`src/rtl/pipeline_hazard_controller.sv`:
```
// pipeline_hazard_controller: latch enable/stall/bubble sequencing, halt drain FSM
// and saturating stall/flush counters for the five-stage pipeline.
package pipeline_hazard_pkg;
   typedef enum logic [1:0] {
      PIPE_ENABLE = 2'd0,
      PIPE_STALL  = 2'd1,
      PIPE_NOP    = 2'd2
   } pipe_state_t;
endpackage

module pipeline_hazard_controller
   import pipeline_hazard_pkg::*;
(
   input  logic        CLK,
   input  logic        nRST,
   input  logic        ihit,
   input  logic        dhit,
   input  logic        dREN_mem,
   input  logic        dWEN_mem,
   input  logic        dREN_ex,
   input  logic [4:0]  wsel_ex,
   input  logic [4:0]  rs_dec,
   input  logic [4:0]  rt_dec,
   input  logic        uses_rt_dec,
   input  logic        branch_taken_ex,
   input  logic        halt_ex,
   input  logic        halt_mw,
   output pipe_state_t fd_state,
   output pipe_state_t de_state,
   output pipe_state_t em_state,
   output pipe_state_t mw_state,
   output logic        pc_en,
   output logic        halt,
   output logic [31:0] stall_cycles,
   output logic [31:0] flush_count
);
   typedef enum logic [1:0] {RUN, HALT_DRAIN, HALTED} fsm_t;

   fsm_t        state_q, state_d;
   logic        halt_q, halt_d;
   logic [31:0] stall_cycles_q, stall_cycles_d;
   logic [31:0] flush_count_q, flush_count_d;
   logic        mem_stall, load_use, flush_inc, stall_inc;

   assign mem_stall = (dREN_mem | dWEN_mem) & ~dhit;
   assign load_use  = dREN_ex & (wsel_ex != 5'd0) &
                      ((wsel_ex == rs_dec) | (uses_rt_dec & (wsel_ex == rt_dec)));
   assign flush_inc = (state_q == RUN) & ~mem_stall & ~halt_ex & branch_taken_ex;
   assign stall_inc = (state_q != HALTED) & ~pc_en;

   always_ff @(posedge CLK or negedge nRST) begin
      if (!nRST) begin
         state_q        <= RUN;
         halt_q         <= 1'b0;
         stall_cycles_q <= '0;
         flush_count_q  <= '0;
      end else begin
         state_q        <= state_d;
         halt_q         <= halt_d;
         stall_cycles_q <= stall_cycles_d;
         flush_count_q  <= flush_count_d;
      end
   end

   always_comb begin
      state_d = state_q;
      case (state_q)
         RUN:        state_d = (!mem_stall && halt_ex) ? HALT_DRAIN : RUN;
         HALT_DRAIN: state_d = (!mem_stall && halt_mw) ? HALTED : HALT_DRAIN;
         default:    state_d = HALTED;
      endcase
      halt_d         = (state_d == HALTED);
      stall_cycles_d = (stall_inc && stall_cycles_q != '1) ? stall_cycles_q + 32'd1 : stall_cycles_q;
      flush_count_d  = (flush_inc && flush_count_q != '1) ? flush_count_q + 32'd1 : flush_count_q;
   end

   // Priority chain: reset, halted, memory stall, halt/drain, flush, load-use, fetch miss.
   always_comb begin
      fd_state = PIPE_ENABLE;
      de_state = PIPE_ENABLE;
      em_state = PIPE_ENABLE;
      mw_state = PIPE_ENABLE;
      pc_en    = 1'b1;
      if (!nRST) begin
         fd_state = PIPE_NOP;
         de_state = PIPE_NOP;
         em_state = PIPE_NOP;
         mw_state = PIPE_NOP;
         pc_en    = 1'b0;
      end else if (state_q == HALTED || mem_stall) begin
         fd_state = PIPE_STALL;
         de_state = PIPE_STALL;
         em_state = PIPE_STALL;
         mw_state = PIPE_STALL;
         pc_en    = 1'b0;
      end else if (state_q == HALT_DRAIN || halt_ex) begin
         fd_state = PIPE_NOP;
         de_state = PIPE_NOP;
         pc_en    = 1'b0;
      end else if (branch_taken_ex) begin
         fd_state = PIPE_NOP;
         de_state = PIPE_NOP;
      end else if (load_use) begin
         fd_state = PIPE_STALL;
         de_state = PIPE_NOP;
         pc_en    = 1'b0;
      end else if (!ihit) begin
         fd_state = PIPE_NOP;
         pc_en    = 1'b0;
      end
   end

   assign halt         = halt_q;
   assign stall_cycles = stall_cycles_q;
   assign flush_count  = flush_count_q;
endmodule
```
`config.mk`:
```
export PLATFORM = sky130hd
export DESIGN_NAME = pipeline_hazard_controller
export DESIGN_NICKNAME = d
export VERILOG_FILES = /design/src/rtl/pipeline_hazard_controller.sv
export SDC_FILE = /design/constraint.sdc
export NUM_CORES = 1
export LEC_CHECK = 0
export CAP_MARGIN = 20
export CORE_AREA = 3 3 108 110
export DETAILED_ROUTE_END_ITERATION = 6
export DIE_AREA = 0 0 111 113
export DONT_BUFFER_PORTS = 1
export PLACE_DENSITY = 0.5
export SYNTH_ARGS = -nofsm -noshare
export SYNTH_HDL_FRONTEND = slang
export SYNTH_SLANG_ARGS = --single-unit
```
`constraint.sdc`:
```
create_clock -name CLK -period 2.9 [get_ports CLK]
set_input_delay 0.58 -clock CLK [delete_from_list [all_inputs] [get_ports CLK]]
set_output_delay 0.58 -clock CLK [all_outputs]
set_load 0.01 [all_outputs]
```
==> metrics.txt, run 1 <==
# TYPE chip_impl_metric gauge
chip_impl_metric{name="chipHeight",unit="um"} 113
chip_impl_info{name="synth_area_leader_cell",value="dfrtp_1"} 1
chip_impl_metric{name="net_count_synth",unit=""} 377
chip_impl_info{name="critPathKind",value="primary input to primary output"} 1
chip_impl_metric{name="clock-sinks",unit=""} 67
chip_impl_metric{name="grt_start_max_net_pins",unit=""} 68
chip_impl_metric{name="drt_first_iter_violations",unit=""} 149
chip_impl_metric{name="postPlaceCellArea",unit="um^2"} 3854
chip_impl_metric{name="power.share.combinational",unit="%"} 3.3
chip_impl_metric{name="synth_sequential_area_ratio",unit="%"} 45.09
chip_impl_metric{name="gp_congestion",unit=""} 0.7557
chip_impl_metric{name="multiInputGateArea",unit="um^2"} 1931
chip_impl_info{name="r2r-start",value="stall_cycles[1]"} 1
chip_impl_info{name="clock_tree_from_tritoncts",value="yes"} 1
chip_impl_metric{name="layout-drive-gt1-share",unit="%"} 14.68
chip_impl_metric{name="synth_enable_flop_cells",unit=""} 0
chip_impl_info{name="synth.area.top_cells",value="dfrtp_1 (45%), xor2_1 (11%), xnor2_1 (4.9%)"} 1
chip_impl_metric{name="tightestPinTransition",unit="ns"} 0.5006
chip_impl_metric{name="max_freq",unit="MHz"} 405.3
chip_impl_metric{name="detail_route.drc_violations",unit=""} 0
chip_impl_metric{name="p_int",unit="uW"} 1282
chip_impl_metric{name="cp_max_fo",unit=""} 4
chip_impl_info{name="critical_path.reg2reg.endpoint",value="stall_cycles[28]"} 1
chip_impl_metric{name="timing.reg2reg.worst_path_depth",unit=""} 6
chip_impl_info{name="synth-main-ff-cell",value="dfrtp_1"} 1
chip_impl_metric{name="route.detailed.vias_per_inst",unit=""} 5.112
chip_impl_metric{name="number_of_standard_cells_after_synthesis",unit=""} 349
chip_impl_metric{name="ff_latch_area",unit="um^2"} 1677
chip_impl_metric{name="p_sw",unit="uW"} 402.0
chip_impl_metric{name="synth_area",unit="um^2"} 3719
chip_impl_metric{name="cts.htree.levels",unit=""} 3
chip_impl_metric{name="worst_skew_pair.late_latency",unit="ns"} 0.35
chip_impl_metric{name="part_of_the_power_in_registers",unit="%"} 56.3
chip_impl_info{name="min_path_type",value="primary input to asynchronous set/reset pin"} 1
chip_impl_metric{name="crit_arrival",unit="ns"} 1.89
chip_impl_metric{name="via_count",unit=""} 2561
chip_impl_metric{name="wl",unit="um"} 8192
chip_impl_metric{name="hold-worst-slack",unit="ns"} 0.1020
chip_impl_metric{name="filler_cell_count",unit=""} 1097
chip_impl_metric{name="period_minus_slack",unit="ns"} 2.467
chip_impl_metric{name="setup_viol",unit=""} 0
chip_impl_metric{name="design.portCount",unit=""} 100
chip_impl_metric{name="drt_first_pass_iters",unit=""} 4
chip_impl_metric{name="die_area",unit="um^2"} 12540
chip_impl_metric{name="power-per-cell-area",unit="nW/um^2"} 415.8
chip_impl_info{name="synth.most_common_cell",value="dfrtp_1"} 1
chip_impl_metric{name="detailed_place_hpwl",unit="um"} 5934
chip_impl_metric{name="core_area",unit="um^2"} 10790
chip_impl_info{name="clock_tree.root_cell",value="clkbuf_8"} 1
chip_impl_metric{name="cts_made_buffers",unit=""} 9
chip_impl_metric{name="ant_nets",unit=""} 0
chip_impl_metric{name="fin_worst_skew",unit="ns"} 0.01248
chip_impl_metric{name="grt_first_pass_wirelength",unit="um"} 14000
chip_impl_metric{name="synth_cell_types",unit=""} 48
chip_impl_metric{name="effective_utilization_at_floorplan",unit="%"} 34.45
chip_impl_metric{name="cts.repair_timing.setup_buffer_count",unit=""} 0
chip_impl_metric{name="syn-mean-instance-area",unit="um^2"} 10.65
chip_impl_metric{name="final_net_count",unit=""} 385
chip_impl_metric{name="overall_power_consumption",unit="uW"} 1684
chip_impl_metric{name="maxCapViolCount",unit=""} 0
chip_impl_metric{name="grt-ovfl-total",unit=""} 0
chip_impl_info{name="setup.worst_path.start",value="wsel_ex[1]"} 1
chip_impl_info{name="run_status",value="completed"} 1
chip_impl_metric{name="min_period_over_period",unit="%"} 85.09
chip_impl_metric{name="wl_per_cell",unit="um"} 16.35
chip_impl_metric{name="timing.setup.tns",unit="ns"} 0
chip_impl_metric{name="antenna_cells_inserted",unit=""} 0
chip_impl_metric{name="antenna_found_initial",unit=""} 0
chip_impl_metric{name="synth_largest_type_area_fraction",unit="%"} 45.09
chip_impl_metric{name="design_area",unit="um^2"} 4049
chip_impl_metric{name="clock_edge_transition_at_the_registers_on_the_reported_setup_and_hold_paths",unit="ns"} 0.08
chip_impl_metric{name="reg2reg_setup_slack",unit="ns"} 0.53
chip_impl_metric{name="global_route.usage.total",unit="%"} 13.80
chip_impl_metric{name="power_frac_clock",unit="%"} 40.4
chip_impl_metric{name="final_hold_viol_count",unit=""} 0
chip_impl_metric{name="first_global_vias",unit=""} 2721
chip_impl_metric{name="placement_rows",unit=""} 38
chip_impl_metric{name="static-leakage-power",unit="uW"} 0.001907
chip_impl_metric{name="critPathRequiredTime",unit="ns"} 2.32
chip_impl_metric{name="max-slew-margin-rel",unit="%"} 66.63
chip_impl_info{name="setup_repair_after_global_routing_missed_its_margin",value="no"} 1
chip_impl_metric{name="netSwitchingFraction",unit="%"} 23.88
chip_impl_metric{name="postSynth.asyncResetShare",unit="%"} 100.0
chip_impl_metric{name="die_width",unit="um"} 111
chip_impl_metric{name="synth_warnings",unit=""} 0
chip_impl_info{name="worstSetupStartpointType",value="primary input"} 1
chip_impl_metric{name="area_delta_synth_final",unit="%"} 8.883
chip_impl_metric{name="numPortBuffers",unit=""} 0
chip_impl_metric{name="synth_seq_cells",unit=""} 67
chip_impl_metric{name="clk_path_buf_depth",unit=""} 2
chip_impl_info{name="cp-end-kind",value="primary output"} 1
chip_impl_metric{name="vdd_drop_max",unit="V"} 0.0002693
chip_impl_info{name="synth_top_cells_by_count",value="dfrtp_1 (67), xor2_1 (48), nor2_1 (32), nand2_1 (28), nand3_1 (23)"} 1
chip_impl_metric{name="timing_max_transition_violations_final",unit=""} 0
-- cell type report --
type,instances,area share (%)
clock buffer,10,3.399
timing repair buffer,6,1.607
sequential,67,41.41
inverter,9,0.8344
clock inverter,5,0.7417
tap,140,4.326
multi-input combinational,264,47.68
-- how the worst max path moves through the flow --
stage                       end  slack [ns]  cells past startpoint
after global placement    pc_en        0.44                      6
after CTS                 pc_en        0.42                      6
after global routing      pc_en        0.30                      6
after floorplan           pc_en        0.52                      5
final                     pc_en        0.43                      6
after detailed placement  pc_en        0.44                      6
-- worst max-delay path, cell delays in order --
cell and delay, ns:
or4_1 0.51, o21ai_1 0.16, or2_2 0.17, nor2_1 0.05, nor4_1 0.24, buf_4 0.18
-- cell usage in the layout, fill, tap and decap left out, types with 3 or more instances in the layout --
master     n
nor2_1    32
clkinv_2   3
clkbuf_8  10
nand4_1   20
and4_1     6
nand3_1   23
inv_1      9
dfrtp_1   67
a21oi_1    6
xnor2_1   21
mux2_4     3
nor4_2     6
nor3_1    13
and2_1     4
or3_1      3
and3_1     8
buf_4      5
nor4_4     3
nor3b_2    4
nand2b_1   5
xor2_1    48
nand2_1   28
-- layer usage --
metal,global-route usage (%),vias to the layer above,wire [um]
met3,6.257,12,687
met4,4.926,0,104
met5,0,-,0
met1,16.40,1235,3500
met2,22.17,76,3900
li1,-,1238,-
-- registers in the layout, summed over array words and instances (netlist names) --
| name | count |
|---|---|
| state_q | 2 |
| stall_cycles | 32 |
| flush_count | 32 |
| halt | 1 |
-- power groups by stage --
stage          clock, uW  sequential [uW]  combinational [uW]
3_5_place_dp           0              966                34.2
4_1_cts              719              947                58.5
3_3_place_gp           0              965                34.0
6_report             681              947                55.7
2_1_floorplan          0              963                31.9
5_1_grt              756              948                63.8
-- per-stage QoR --
stage               util, %  setup slack [ns]  instances
global route          37.51            0.3047        501
detailed placement    35.71            0.4366        485
floorplan                 -            0.5213        349
CTS                   37.51            0.4238        501
finish                37.51            0.4325        501
global placement      35.71            0.4351        485
-- timing repair --
action | 4_1_cts | 5_1_grt
gates resized for setup | 0 | 0
hold buffers | 1 | 0
endpoints found under the hold margin | 67 | 0
-- logic make-up after synthesis --
group | synth area share [%]
compound gates | 2.322
xor+xnor | 16.25
fa+ha+maj | 0.6728
buf+inv | 2.994
flops | 45.09
mux | 1.514
simple gates | 31.16
(Power assumes the default switching activity.)
==> inputs of run 2 (changes only) <==
==> constraint.sdc (replaced) <==
create_clock -name CLK -period 2.9 [get_ports CLK]
set_input_delay 0.58 -clock CLK [delete_from_list [all_inputs] [get_ports CLK]]
set_output_delay 0.58 -clock CLK [all_outputs]
set_load 0.05 [all_outputs]
==> metrics.txt, run 2 (synthesized netlist as in run 1, its figures left out) <==
# TYPE chip_impl_metric gauge
chip_impl_info{name="setup_repair_after_global_routing_missed_its_margin",value="no"} 1
chip_impl_metric{name="clk_path_buf_depth",unit=""} 2
chip_impl_info{name="crit_slowest_cell",value="or2_2"} 1
chip_impl_metric{name="wl_per_cell",unit="um"} 15.14
chip_impl_metric{name="static-leakage-power",unit="uW"} 0.002236
chip_impl_metric{name="clock-sinks",unit=""} 67
chip_impl_metric{name="vdd_drop_max",unit="V"} 0.0002397
chip_impl_info{name="cp-end-kind",value="primary output"} 1
chip_impl_metric{name="area_delta_synth_final",unit="%"} 22.21
chip_impl_info{name="timing.critical_path.cells",value="xor2_1, nor4_2, a32oi_1, or2_2, o21bai_1, buf_12"} 1
chip_impl_metric{name="setup_viol",unit=""} 0
chip_impl_metric{name="design.portCount",unit=""} 100
chip_impl_metric{name="route.detailed.vias_per_inst",unit=""} 4.943
chip_impl_metric{name="cts.htree.levels",unit=""} 3
chip_impl_metric{name="grt_first_pass_wirelength",unit="um"} 14150
chip_impl_info{name="min_path_type",value="primary input to asynchronous set/reset pin"} 1
chip_impl_info{name="clock_tree.root_cell",value="clkbuf_8"} 1
chip_impl_metric{name="drt_first_iter_violations",unit=""} 68
chip_impl_metric{name="crit_arrival",unit="ns"} 1.93
chip_impl_info{name="critPathTopFamily",value="simple AND/OR/NAND/NOR gates"} 1
chip_impl_metric{name="numPortBuffers",unit=""} 0
chip_impl_metric{name="power-per-cell-area",unit="nW/um^2"} 415.1
chip_impl_info{name="mostFrequentLayoutCell",value="dfrtp_1"} 1
chip_impl_metric{name="period_minus_slack",unit="ns"} 2.514
chip_impl_metric{name="max_freq",unit="MHz"} 397.7
chip_impl_metric{name="cp_max_fo",unit=""} 4
chip_impl_metric{name="antenna_found_initial",unit=""} 0
chip_impl_metric{name="overall_power_consumption",unit="uW"} 1886
chip_impl_metric{name="core_area",unit="um^2"} 10790
chip_impl_metric{name="via_count",unit=""} 2753
chip_impl_metric{name="first_global_vias",unit=""} 2756
chip_impl_metric{name="critPathRequiredTime",unit="ns"} 2.32
chip_impl_info{name="clock_tree_from_tritoncts",value="yes"} 1
chip_impl_metric{name="fin_worst_skew",unit="ns"} 0.007151
chip_impl_metric{name="chipHeight",unit="um"} 113
chip_impl_metric{name="antenna_cells_inserted",unit=""} 0
chip_impl_metric{name="layout-drive-gt1-share",unit="%"} 26.38
chip_impl_info{name="layout_common_cells",value="dfrtp_1 (67), buf_4 (60), xor2_1 (48), nor2_1 (32), nand2_1 (28)"} 1
chip_impl_metric{name="gp_congestion",unit=""} 0.7622
chip_impl_metric{name="final_hold_viol_count",unit=""} 0
chip_impl_metric{name="placement_rows",unit=""} 38
chip_impl_metric{name="clock_edge_transition_at_the_registers_on_the_reported_setup_and_hold_paths",unit="ns"} 0.07
chip_impl_metric{name="grt-ovfl-total",unit=""} 0
chip_impl_metric{name="timing_max_transition_violations_final",unit=""} 0
chip_impl_metric{name="ant_nets",unit=""} 0
chip_impl_metric{name="worst_skew_pair.late_latency",unit="ns"} 0.34
chip_impl_metric{name="die_width",unit="um"} 111
chip_impl_metric{name="final_net_count",unit=""} 441
chip_impl_metric{name="crit_path_max_incr_delay",unit="ns"} 0.35
chip_impl_metric{name="timing.setup.tns",unit="ns"} 0
chip_impl_info{name="worstSetupStartpointType",value="primary input"} 1
chip_impl_metric{name="max-slew-margin-rel",unit="%"} 59.55
chip_impl_metric{name="effective_utilization_at_floorplan",unit="%"} 34.45
chip_impl_metric{name="global_route.usage.total",unit="%"} 13.96
chip_impl_metric{name="drt_first_pass_iters",unit=""} 4
chip_impl_metric{name="grt_start_max_net_pins",unit=""} 68
chip_impl_metric{name="wl",unit="um"} 8431
chip_impl_metric{name="tightestPinTransition",unit="ns"} 0.6067
chip_impl_metric{name="cts.repair_timing.setup_buffer_count",unit=""} 0
chip_impl_metric{name="detail_route.drc_violations",unit=""} 0
chip_impl_info{name="critPathKind",value="primary input to primary output"} 1
chip_impl_metric{name="maxCapViolCount",unit=""} 0
chip_impl_info{name="run_status",value="completed"} 1
chip_impl_metric{name="min_period_over_period",unit="%"} 86.70
chip_impl_metric{name="detailed_place_hpwl",unit="um"} 6224
chip_impl_metric{name="die_area",unit="um^2"} 12540
chip_impl_metric{name="cts_made_buffers",unit=""} 9
chip_impl_metric{name="crit_buf_inv",unit=""} 1
-- run 2: cell types whose count changed in the layout (fill, tap and decap cells not counted), sizes merged --
cell,before,now
buf,6,62
bufinv,0,1
clkbuf,10,14
clkinv,3,0
clkinvlp,2,0
-- run 2: through the flow --
stage | setup WS (ns) | cell area, um^2 | utilization, % | hold slack [ns] | instances
after floorplan | -0.004101 | 3729 | - | 0.2844 | 349
after global placement | 0.3968 | 4304 | 39.88 | 0.2860 | 541
after detailed placement | 0.3712 | 4304 | 39.88 | 0.2854 | 541
after CTS | 0.3627 | 4544 | 42.11 | 0.1118 | 557
after global routing | 0.3231 | 4544 | 42.11 | 0.1229 | 557
final | 0.3857 | 4544 | 42.11 | 0.1121 | 557
-- run 2: final timing paths --
path	startpoint	to	slack [ns]	cells past startpoint
worst max register to register	flush_count[5]	flush_count[1]	0.60	5
min in group CLK	halt_ex	state_q[0]	0.40	2
worst max-delay path	wsel_ex[4]	fd_state[0]	0.39	6
worst min register to register	stall_cycles[5]	stall_cycles[5]	0.52	1
worst min-delay path	nRST	stall_cycles[9]	0.11	1
max in group asynchronous	nRST	stall_cycles[27]	2.50	1
-- run 2: worst reg2reg max path: cells and delay by family, from the launching register on --
| family | cells | cell delay [ns] |
|---|---|---|
| flip-flops | 1 | 0.66 |
| multiplexers | 1 | 0.36 |
| AND/OR/NAND/NOR | 4 | 1.17 |
-- run 2: what timing repair did --
item                      CTS  global route
hold endpoints to repair   67             0
hold buffers                1             0
resized for setup           0             0
-- run 2: power by group --
group | leakage, uW | switching, uW | internal [uW]
registers | 0.000904 | 3.27 | 938
clock network | 0.000109 | 349 | 488
logic | 0.00122 | 77.3 | 31.4
total | 0.00224 | 429 | 1460
-- run 2: cell type report --
cell class / instances / area (um^2)
sequential: 67 / 1677
inverter: 9 / 33.78
multi-input combinational: 264 / 1948
clock inverter: 1 / 30.03
tap: 140 / 175.2
fill: 1046 / 6248
timing repair buffer: 62 / 498.0
clock buffer: 14 / 182.7
-- run 2: metal layers --
layer | track usage [%] | vias up | routed length, um
met5 | 0 | - | 0
met4 | 5.747 | 0 | 114
met3 | 4.759 | 8 | 620
met2 | 21.08 | 71 | 3849
met1 | 18.39 | 1325 | 3846
li1 | - | 1349 | -
